`src/rtl/mem_axi_arbiter.sv`:
```
// Two-port (instruction fetch / data) to AXI4-Lite manager bridge.
// Arbitrates between the ports, issues one AXI-Lite read or write per grant,
// and routes the response back to the port that issued it.
// Only one transaction is in flight at a time.
//
// Handshakes: the requester side is request/grant. A port holds req and its
// address/data until it sees gnt in the same cycle. On the AXI side a
// transfer happens on a rising edge where valid and ready are both high.
// Every valid driven here stays high, with its payload stable, until that
// transfer.
module mem_axi_arbiter #(
  parameter int ADDR_WIDTH    = 32,
  parameter int DATA_WIDTH    = 32,
  parameter bit DATA_PRIORITY = 1'b0
) (
  input  logic                    clk_i,
  input  logic                    rst_i,
  input  logic                    instr_req_i,
  input  logic [ADDR_WIDTH-1:0]   instr_addr_i,
  output logic                    instr_gnt_o,
  output logic                    instr_rvalid_o,
  output logic [DATA_WIDTH-1:0]   instr_rdata_o,
  input  logic                    data_req_i,
  input  logic                    data_we_i,
  input  logic [DATA_WIDTH/8-1:0] data_be_i,
  input  logic [ADDR_WIDTH-1:0]   data_addr_i,
  input  logic [DATA_WIDTH-1:0]   data_wdata_i,
  output logic                    data_gnt_o,
  output logic                    data_rvalid_o,
  output logic [DATA_WIDTH-1:0]   data_rdata_o,
  output logic                    m_ar_valid_o,
  input  logic                    m_ar_ready_i,
  output logic [ADDR_WIDTH-1:0]   m_ar_addr_o,
  input  logic                    m_r_valid_i,
  output logic                    m_r_ready_o,
  input  logic [DATA_WIDTH-1:0]   m_r_data_i,
  output logic                    m_aw_valid_o,
  input  logic                    m_aw_ready_i,
  output logic [ADDR_WIDTH-1:0]   m_aw_addr_o,
  output logic                    m_w_valid_o,
  input  logic                    m_w_ready_i,
  output logic [DATA_WIDTH-1:0]   m_w_data_o,
  output logic [DATA_WIDTH/8-1:0] m_w_strb_o,
  input  logic                    m_b_valid_i,
  output logic                    m_b_ready_o
);

  localparam int STRB_WIDTH = DATA_WIDTH / 8;
  localparam logic OWNER_INSTR = 1'b0;
  localparam logic OWNER_DATA  = 1'b1;

  typedef enum logic [2:0] {IDLE, RD_ADDR, RD_DATA, WR_REQ, WR_RESP} state_e;

  state_e                  state_q, state_d;
  // Last granted port; it also names the owner of the transaction in flight.
  logic                    last_grant_q, last_grant_d;
  logic [ADDR_WIDTH-1:0]   addr_q, addr_d;
  logic [STRB_WIDTH-1:0]   be_q, be_d;
  logic [DATA_WIDTH-1:0]   wdata_q, wdata_d;
  logic                    aw_done_q, aw_done_d;
  logic                    w_done_q, w_done_d;
  logic                    instr_rvalid_q, instr_rvalid_d;
  logic                    data_rvalid_q, data_rvalid_d;
  logic [DATA_WIDTH-1:0]   instr_rdata_q, instr_rdata_d;
  logic [DATA_WIDTH-1:0]   data_rdata_q, data_rdata_d;

  logic grant_instr, grant_data;
  logic aw_hs, w_hs;

  assign aw_hs = m_aw_valid_o && m_aw_ready_i;
  assign w_hs  = m_w_valid_o && m_w_ready_i;

  // Arbitration: grant is combinational and only in IDLE. Gating with rst_i
  // keeps every output low while reset is applied.
  always_comb begin
    grant_instr = 1'b0;
    grant_data  = 1'b0;
    if (state_q == IDLE && !rst_i) begin
      if (instr_req_i && data_req_i) begin
        if (DATA_PRIORITY || last_grant_q == OWNER_INSTR) grant_data = 1'b1;
        else                                              grant_instr = 1'b1;
      end else if (data_req_i) begin
        grant_data = 1'b1;
      end else if (instr_req_i) begin
        grant_instr = 1'b1;
      end
    end
  end

  // Next-state logic: capture the granted request, step the AXI phases, and
  // register the response for the owning port.
  always_comb begin
    state_d        = state_q;
    last_grant_d   = last_grant_q;
    addr_d         = addr_q;
    be_d           = be_q;
    wdata_d        = wdata_q;
    aw_done_d      = aw_done_q;
    w_done_d       = w_done_q;
    instr_rvalid_d = 1'b0;
    data_rvalid_d  = 1'b0;
    instr_rdata_d  = instr_rdata_q;
    data_rdata_d   = data_rdata_q;
    case (state_q)
      IDLE: begin
        if (grant_instr) begin
          // Fetches are always full-word reads.
          last_grant_d = OWNER_INSTR;
          addr_d       = instr_addr_i;
          be_d         = '1;
          wdata_d      = '0;
          state_d      = RD_ADDR;
        end else if (grant_data) begin
          last_grant_d = OWNER_DATA;
          addr_d       = data_addr_i;
          be_d         = data_be_i;
          wdata_d      = data_wdata_i;
          state_d      = data_we_i ? WR_REQ : RD_ADDR;
        end
      end
      RD_ADDR: begin
        if (m_ar_ready_i) state_d = RD_DATA;
      end
      RD_DATA: begin
        if (m_r_valid_i) begin
          if (last_grant_q == OWNER_DATA) begin
            data_rdata_d  = m_r_data_i;
            data_rvalid_d = 1'b1;
          end else begin
            instr_rdata_d  = m_r_data_i;
            instr_rvalid_d = 1'b1;
          end
          state_d = IDLE;
        end
      end
      WR_REQ: begin
        // AW and W complete independently, in either order or together.
        if (aw_hs) aw_done_d = 1'b1;
        if (w_hs)  w_done_d  = 1'b1;
        if ((aw_done_q || aw_hs) && (w_done_q || w_hs)) begin
          aw_done_d = 1'b0;
          w_done_d  = 1'b0;
          state_d   = WR_RESP;
        end
      end
      WR_RESP: begin
        if (m_b_valid_i) begin
          data_rdata_d  = '0;
          data_rvalid_d = 1'b1;
          state_d       = IDLE;
        end
      end
      default: state_d = IDLE;
    endcase
  end

  // State and datapath registers with synchronous reset.
  always_ff @(posedge clk_i) begin
    if (rst_i) begin
      state_q        <= IDLE;
      last_grant_q   <= OWNER_INSTR;
      addr_q         <= '0;
      be_q           <= '0;
      wdata_q        <= '0;
      aw_done_q      <= 1'b0;
      w_done_q       <= 1'b0;
      instr_rvalid_q <= 1'b0;
      data_rvalid_q  <= 1'b0;
      instr_rdata_q  <= '0;
      data_rdata_q   <= '0;
    end else begin
      state_q        <= state_d;
      last_grant_q   <= last_grant_d;
      addr_q         <= addr_d;
      be_q           <= be_d;
      wdata_q        <= wdata_d;
      aw_done_q      <= aw_done_d;
      w_done_q       <= w_done_d;
      instr_rvalid_q <= instr_rvalid_d;
      data_rvalid_q  <= data_rvalid_d;
      instr_rdata_q  <= instr_rdata_d;
      data_rdata_q   <= data_rdata_d;
    end
  end

  assign instr_gnt_o    = grant_instr;
  assign data_gnt_o     = grant_data;
  assign instr_rvalid_o = instr_rvalid_q;
  assign instr_rdata_o  = instr_rdata_q;
  assign data_rvalid_o  = data_rvalid_q;
  assign data_rdata_o   = data_rdata_q;

  assign m_ar_valid_o = (state_q == RD_ADDR);
  assign m_ar_addr_o  = addr_q;
  assign m_r_ready_o  = (state_q == RD_DATA);
  assign m_aw_valid_o = (state_q == WR_REQ) && !aw_done_q;
  assign m_aw_addr_o  = addr_q;
  assign m_w_valid_o  = (state_q == WR_REQ) && !w_done_q;
  assign m_w_data_o   = wdata_q;
  assign m_w_strb_o   = be_q;
  assign m_b_ready_o  = (state_q == WR_RESP);

endmodule
```
`config.mk`:
```
export PLATFORM = sky130hd
export DESIGN_NAME = mem_axi_arbiter
export DESIGN_NICKNAME = d
export VERILOG_FILES = /design/src/rtl/mem_axi_arbiter.sv
export SDC_FILE = /design/constraint.sdc
export NUM_CORES = 1
export LEC_CHECK = 0
export ABC_CLOCK_PERIOD_IN_PS = 4250
export BUFFER_PORTS_ARGS = -buffer_cell sky130_fd_sc_hd__buf_2
export CORE_MARGIN = 10
export CORE_UTILIZATION = 40
export DETAILED_ROUTE_END_ITERATION = 16
export GPL_ROUTABILITY_DRIVEN = 0
export PLACE_DENSITY = 0.71
export SKIP_LAST_GASP = 1
export SLEW_MARGIN = 0
export SYNTH_ARGS = -nofsm -noshare
export SYNTH_HDL_FRONTEND = slang
export SYNTH_SLANG_ARGS = --single-unit
```
`constraint.sdc`:
```
create_clock -name clk_i -period 4.25 [get_ports clk_i]
set_clock_uncertainty 0.1 [all_clocks]
set_input_delay 0.425 -clock clk_i [delete_from_list [all_inputs] [get_ports clk_i]]
set_output_delay 0.425 -clock clk_i [all_outputs]
set_load 0.01 [all_outputs]
```
==> results of run 1 <==
stage by stage:
stage | hold slack, ps | area, um^2 | utilization
floorplan | 381 | 5970 | -
global placement | 359 | 7270 | 0.498
detailed placement | 364 | 7270 | 0.498
global route | 121 | 7880 | 0.540
CTS | 109 | 7880 | 0.540
finish | 134 | 7880 | 0.540
flip-flops by register name (all words and copies together) (netlist names):
register        flops
aw_done_q           1
instr_rdata_o      32
m_ar_addr_o        32
m_w_data_o         32
data_rvalid_o       1
instr_rvalid_o      1
last_grant_q        1
m_w_strb_o          4
data_rdata_o       32
w_done_q            1
state_q             3
power by group:
group / leakage, nW / internal [mW] / switching [mW] / total, mW
Clock: 0.295 / 0.966 / 0.563 / 1.53
Combinational: 2.03 / 0.241 / 0.416 / 0.657
Sequential: 1.14 / 1.40 / 0.0654 / 1.46
path summary, 6_finish.rpt:
path                       endpoint  slack (ps)         startpoint  cells past startpoint
hold reg to reg   instr_rdata_o[27]         370  instr_rdata_o[27]                      2
setup / recovery        instr_gnt_o        1420         state_q[2]                      3
setup reg to reg     m_ar_addr_o[3]        1810         state_q[2]                      3
hold / removal     data_rdata_o[31]         130     m_r_data_i[31]                      2
placed cells by master, fill, tap and decap left out, types with 2 or more instances in the layout:
cell type   Yosys  final
clkinv_2        0      3
a21oi_1        99     99
dfxtp_1       140    140
clkbuf_8        0      3
nand2_1         2      2
nand4_1        32     32
nand3b_1        2      2
nand3_1        64     64
nor3_1          2      2
nor3b_1         3      3
buf_4          33     12
a311oi_1       32     32
buf_2          22    313
clkbuf_16       0     17
o221a_1         4      4
bufinv_16       0      3
a32o_1         32     32
clkinvlp_4      0      2
nor2b_1         3      2
o21ai_0        66     66
inv_1           5      5
o31ai_1        32     32
nor2_1         10      9
cells by family (layout without fill, tap and decap cells):
group,count (synthesis),in the layout,share of synthesized area
compound gates,273,273,0.297
flops,140,140,0.469
simple gates,129,129,0.126
buf+inv,120,361,0.106
mux,1,1,0.00168
other cells,0,1,0
per-layer routing:
layer,vias to the layer above,part of all wire
li1,2958,-
met1,2895,0.38
met2,346,0.48
met3,28,0.13
met4,0,0.018
met5,-,0
cell type report:
class                      count  area, um^2  share of cell area
inverter                       5        18.8             0.00238
multi-input combinational    403        2560               0.325
clock buffer                  21         470              0.0597
tap                          184         230              0.0292
antenna                        1        2.50            0.000318
clock inverter                10         138              0.0175
sequential                   140        2800               0.356
timing repair buffer         325        1660               0.210
worst max-delay path: stages (launching register included):
cell,delay [ps]
dfxtp_1,460
or4_4,940
nor3_2,290
buf_2,180
==> impl_metrics.json, run 1 <==
{
  "ant_nets": 0,
  "antenna_found_initial": 1,
  "ctsLongestPathBuffers": 2,
  "drive_gt1_frac": 0.403,
  "grt_pass1_vias": 5971,
  "coreArea_um2": 14600,
  "rows": 44,
  "fillers": 1341,
  "pre_cts_slack_ps": 1520,
  "timing.final.ws_setup_ps": 1420,
  "post_cts_buffers": 0,
  "die_w_um": 142,
  "drc": 0,
  "h-tree-depth": 4,
  "cap_violations": 0,
  "grt-ovfl-total": 0,
  "ys.flop_type": "dfxtp_1",
  "cp_data_arrival_time_ps": 2300,
  "hp-class": "in -> reg",
  "vias": 6227,
  "synth_cells": 663,
  "final_nets": 1034,
  "setup_viol": 0,
  "final_max_slew_viol_count": 0,
  "path_max_fanout": 66,
  "area_growth_pct": 32.0,
  "grt.met2_usage": 0.334,
  "port_buffers": 314,
  "ys_top_cells_by_count": "140 x dfxtp_1, 99 x a21oi_1, 66 x o21ai_0, 64 x nand3_1, 52 x clkbuf_1",
  "initial_core_util": 0.409,
  "cts_made_buffers": 17,
  "cts_tree": "built",
  "avgViaCountPerCell": 5.72,
  "total_power_mw": 3.65,
  "clkSlewWorstSetupHoldPaths_ps": 60,
  "async_reset_ff_frac": 0,
  "synth_top_area_cell": "dfxtp_1",
  "hold_violations": 0,
  "ys_types": 41,
  "syn_area_per_cell_um2": 9.01,
  "ios": 315,
  "cts.sinks": 140,
  "synth_edf_count": 0,
  "grt_usage": 0.205,
  "status": "finished, final reports clean",
  "start_kind": "flop",
  "dp_hpwl_mm": 15.7,
  "synthesis.area_um2": 5970,
  "timing.setup.tns_ps": 0,
  "worst_pin_slew_ps": 1110,
  "met3_usage": 0.0961,
  "grt_pass1_wl_mm": 33.8,
  "die_area_um2": 20200,
  "fmax_mhz": 354,
  "end_kind": "output port",
  "worstSkewPairLatency_ps": 410,
  "cts_root_buf": "clkbuf_16",
  "ir_drop_uv": 338,
  "power.leakage_nw": 3.46,
  "required_ps": 3720,
  "busiest_layer": "met2",
  "rsz0062_at_grt": "false",
  "period_needed_ps": 2830,
  "synth_top_area_frac": 0.469,
  "wl_per_cell_um": 20.7,
  "ys_ff_latch": 140,
  "hold_buffers": 0,
  "ys_warn_count": 0,
  "ys_top_cells_by_area": "dfxtp_1 47%, a21oi_1 8.3%, o21ai_0 5.5%",
  "fp.dieH_um": 142,
  "first_pass_iters": 5,
  "power_density_nw_per_um2": 463,
  "drt_iter0_drc": 457,
  "dp_cells": 1057,
  "synth_most_common_cell": "dfxtp_1",
  "fin_crit_sh": 0.665,
  "ctsResizeCount": 0,
  "final_cells": 1089,
  "wl_mm": 22.5,
  "grt_max_degree": 97,
  "yosysSeqAreaShare": 0.469,
  "grtUsageMet1": 0.235,
  "maxSlewHeadroom": 0.258,
  "syn_nets": 805,
  "critPathKind": "reg -> out"
}
Power figures use the tool's default switching activity.
==> inputs of run 2 (changes only) <==
--- a/config.mk
+++ b/config.mk
@@ -5,7 +5,7 @@
 export SDC_FILE = /design/constraint.sdc
 export NUM_CORES = 1
 export LEC_CHECK = 0
-export ABC_CLOCK_PERIOD_IN_PS = 4250
+export ABC_CLOCK_PERIOD_IN_PS = 2750
 export BUFFER_PORTS_ARGS = -buffer_cell sky130_fd_sc_hd__buf_2
 export CORE_MARGIN = 10
 export CORE_UTILIZATION = 40
==> constraint.sdc (replaced) <==
create_clock -name clk_i -period 2.75 [get_ports clk_i]
set_clock_uncertainty 0.1 [all_clocks]
set_input_delay 0.275 -clock clk_i [delete_from_list [all_inputs] [get_ports clk_i]]
set_output_delay 0.275 -clock clk_i [all_outputs]
set_load 0.01 [all_outputs]
==> run 2 against run 1 <==
Net effect: worst setup slack lost 1100 ps; sequential power rose by 54%; sequential share of layout area decreased by 2.3 points; count of clock-buffer cells in the layout rose by 2; power grew 55%; clock power rose by 50%; core utilization grew 3.8 points; critical path type unchanged; largest cell class unchanged.
==> impl_metrics.json, run 2 (synthesis results as in run 1) <==
{
  "status": "finished, final reports clean",
  "path_max_fanout": 44,
  "final_common_cell": "buf_2",
  "ant_nets": 0,
  "fmax_mhz": 409,
  "critPathKind": "reg -> out",
  "drt_iter0_drc": 451,
  "reg2reg_slack_ps": 620,
  "initial_core_util": 0.409,
  "maxSlewHeadroom": 0.297,
  "cap_violations": 0,
  "start_kind": "flop",
  "cts.sinks": 140,
  "reg2reg_depth": 3,
  "ios": 315,
  "die_w_um": 142,
  "path_cells": "or4_4 > nor3_2 > buf_2",
  "vias": 6482,
  "grt-ovfl-total": 0,
  "ir_drop_uv": 405,
  "end_kind": "output port",
  "cts_root_buf": "clkbuf_16",
  "post_cts_buffers": 0,
  "area_growth_pct": 41.2,
  "period_needed_ps": 2450,
  "worst_pin_slew_ps": 1050,
  "dp_hpwl_mm": 16.0,
  "coreArea_um2": 14600,
  "mostFrequentLayoutCells": "313 x buf_2, 140 x dfxtp_1, 99 x a21oi_1",
  "hold_end": "m_w_data_o[0]",
  "grt_pass1_vias": 6300,
  "final_max_slew_viol_count": 0,
  "fillers": 1296,
  "die_area_um2": 20200,
  "grt_pass1_wl_mm": 35.1,
  "grt_usage": 0.213,
  "power_density_nw_per_um2": 672,
  "first_pass_iters": 6,
  "cts_made_buffers": 17,
  "critPathMaxStageDelay_ps": 810,
  "min-delay-start": "data_wdata_i[0]",
  "crit_buf_inv": 1,
  "antenna_found_initial": 1,
  "ctsLongestPathBuffers": 2,
  "drive_gt1_frac": 0.389,
  "worstSkewPairLatency_ps": 420,
  "hold_violations": 0,
  "post-route-util": 0.578,
  "rows": 44,
  "fp.dieH_um": 142,
  "port_buffers": 314,
  "r2r_end": "m_w_strb_o[0]",
  "critical_path.top_delay_family": "simple AND/OR/NAND/NOR gates",
  "required_ps": 2380,
  "wl_per_cell_um": 20.2,
  "h-tree-depth": 4,
  "cp_data_arrival_time_ps": 2070,
  "avgViaCountPerCell": 5.65,
  "setup_viol": 0,
  "slowest_stage": "or4_4",
  "cts_tree": "built",
  "wl_mm": 23.2,
  "grt_max_degree": 65,
  "hp-class": "in -> reg",
  "final_nets": 1090,
  "rsz0062_at_grt": "false",
  "power.leakage_nw": 3.70,
  "fin_crit_sh": 0.890,
  "clkSlewWorstSetupHoldPaths_ps": 60,
  "timing.setup.tns_ps": 0,
  "drc": 0,
  "r2r_start": "state_q[2]",
  "min_path_cells": 3
}
run 2: layout make-up:
cell class	instances	area [um^2]	area share
Timing Repair Buffer	381	2220	0.263
Inverter	5	18.8	0.00223
Clock inverter	8	106	0.0126
Sequential cell	140	2800	0.332
Antenna cell	3	7.51	0.000890
Multi-Input combinational cell	403	2560	0.304
Clock buffer	23	488	0.0579
Tap cell	184	230	0.0273
run 2: timing repair:
item | in CTS | in global routing
hold buffers | 46 | 0
endpoints found under the hold margin | 46 | 0
gates resized for setup | 0 | 0
run 2: how the worst max path moves through the flow:
stage	from	to	slack, ps	depth (start not counted)
after floorplan	state_q[1]	instr_gnt_o	970	4
after global placement	rst_i	m_w_strb_o[2]	650	4
after detailed placement	rst_i	m_w_strb_o[0]	640	4
after CTS	state_q[2]	instr_gnt_o	300	3
after global routing	state_q[2]	instr_gnt_o	230	3
final	state_q[2]	instr_gnt_o	300	3
run 2: routing by layer:
| layer | GRT usage | up-vias | wire length [um] |
|---|---|---|---|
| li1 | - | 3077 | - |
| met1 | 0.246 | 3022 | 8930 |
| met2 | 0.343 | 340 | 11000 |
| met3 | 0.0858 | 43 | 2630 |
| met4 | 0.0898 | 0 | 626 |
| met5 | 0 | - | 0 |
run 2: where the power goes:
group / internal [mW] / total (mW) / switching [mW]
sequential: 2.16 / 2.25 / 0.0828
combinational: 0.444 / 1.12 / 0.677
clock: 1.43 / 2.30 / 0.864
run 2: worst reg2reg max path, stage by stage, from the launching register on:
cell and delay [ps]:
dfxtp_1 310, or4_4 810, nor2_8 550, o221a_1 290
run 2: per-stage QoR:
step           cell area [um^2]  hold slack (ps)  cells  setup slack [ps]  power [mW]
2_1_floorplan              5970              301    663               969        2.97
4_1_cts                    8420            0.297   1144               295        5.71
5_1_grt                    8420             12.4   1144               230        5.91
3_3_place_gp               7370              357   1067               649        3.36
6_report                   8430             13.9   1147               304        5.66
3_5_place_dp               7370              364   1067               639        3.36
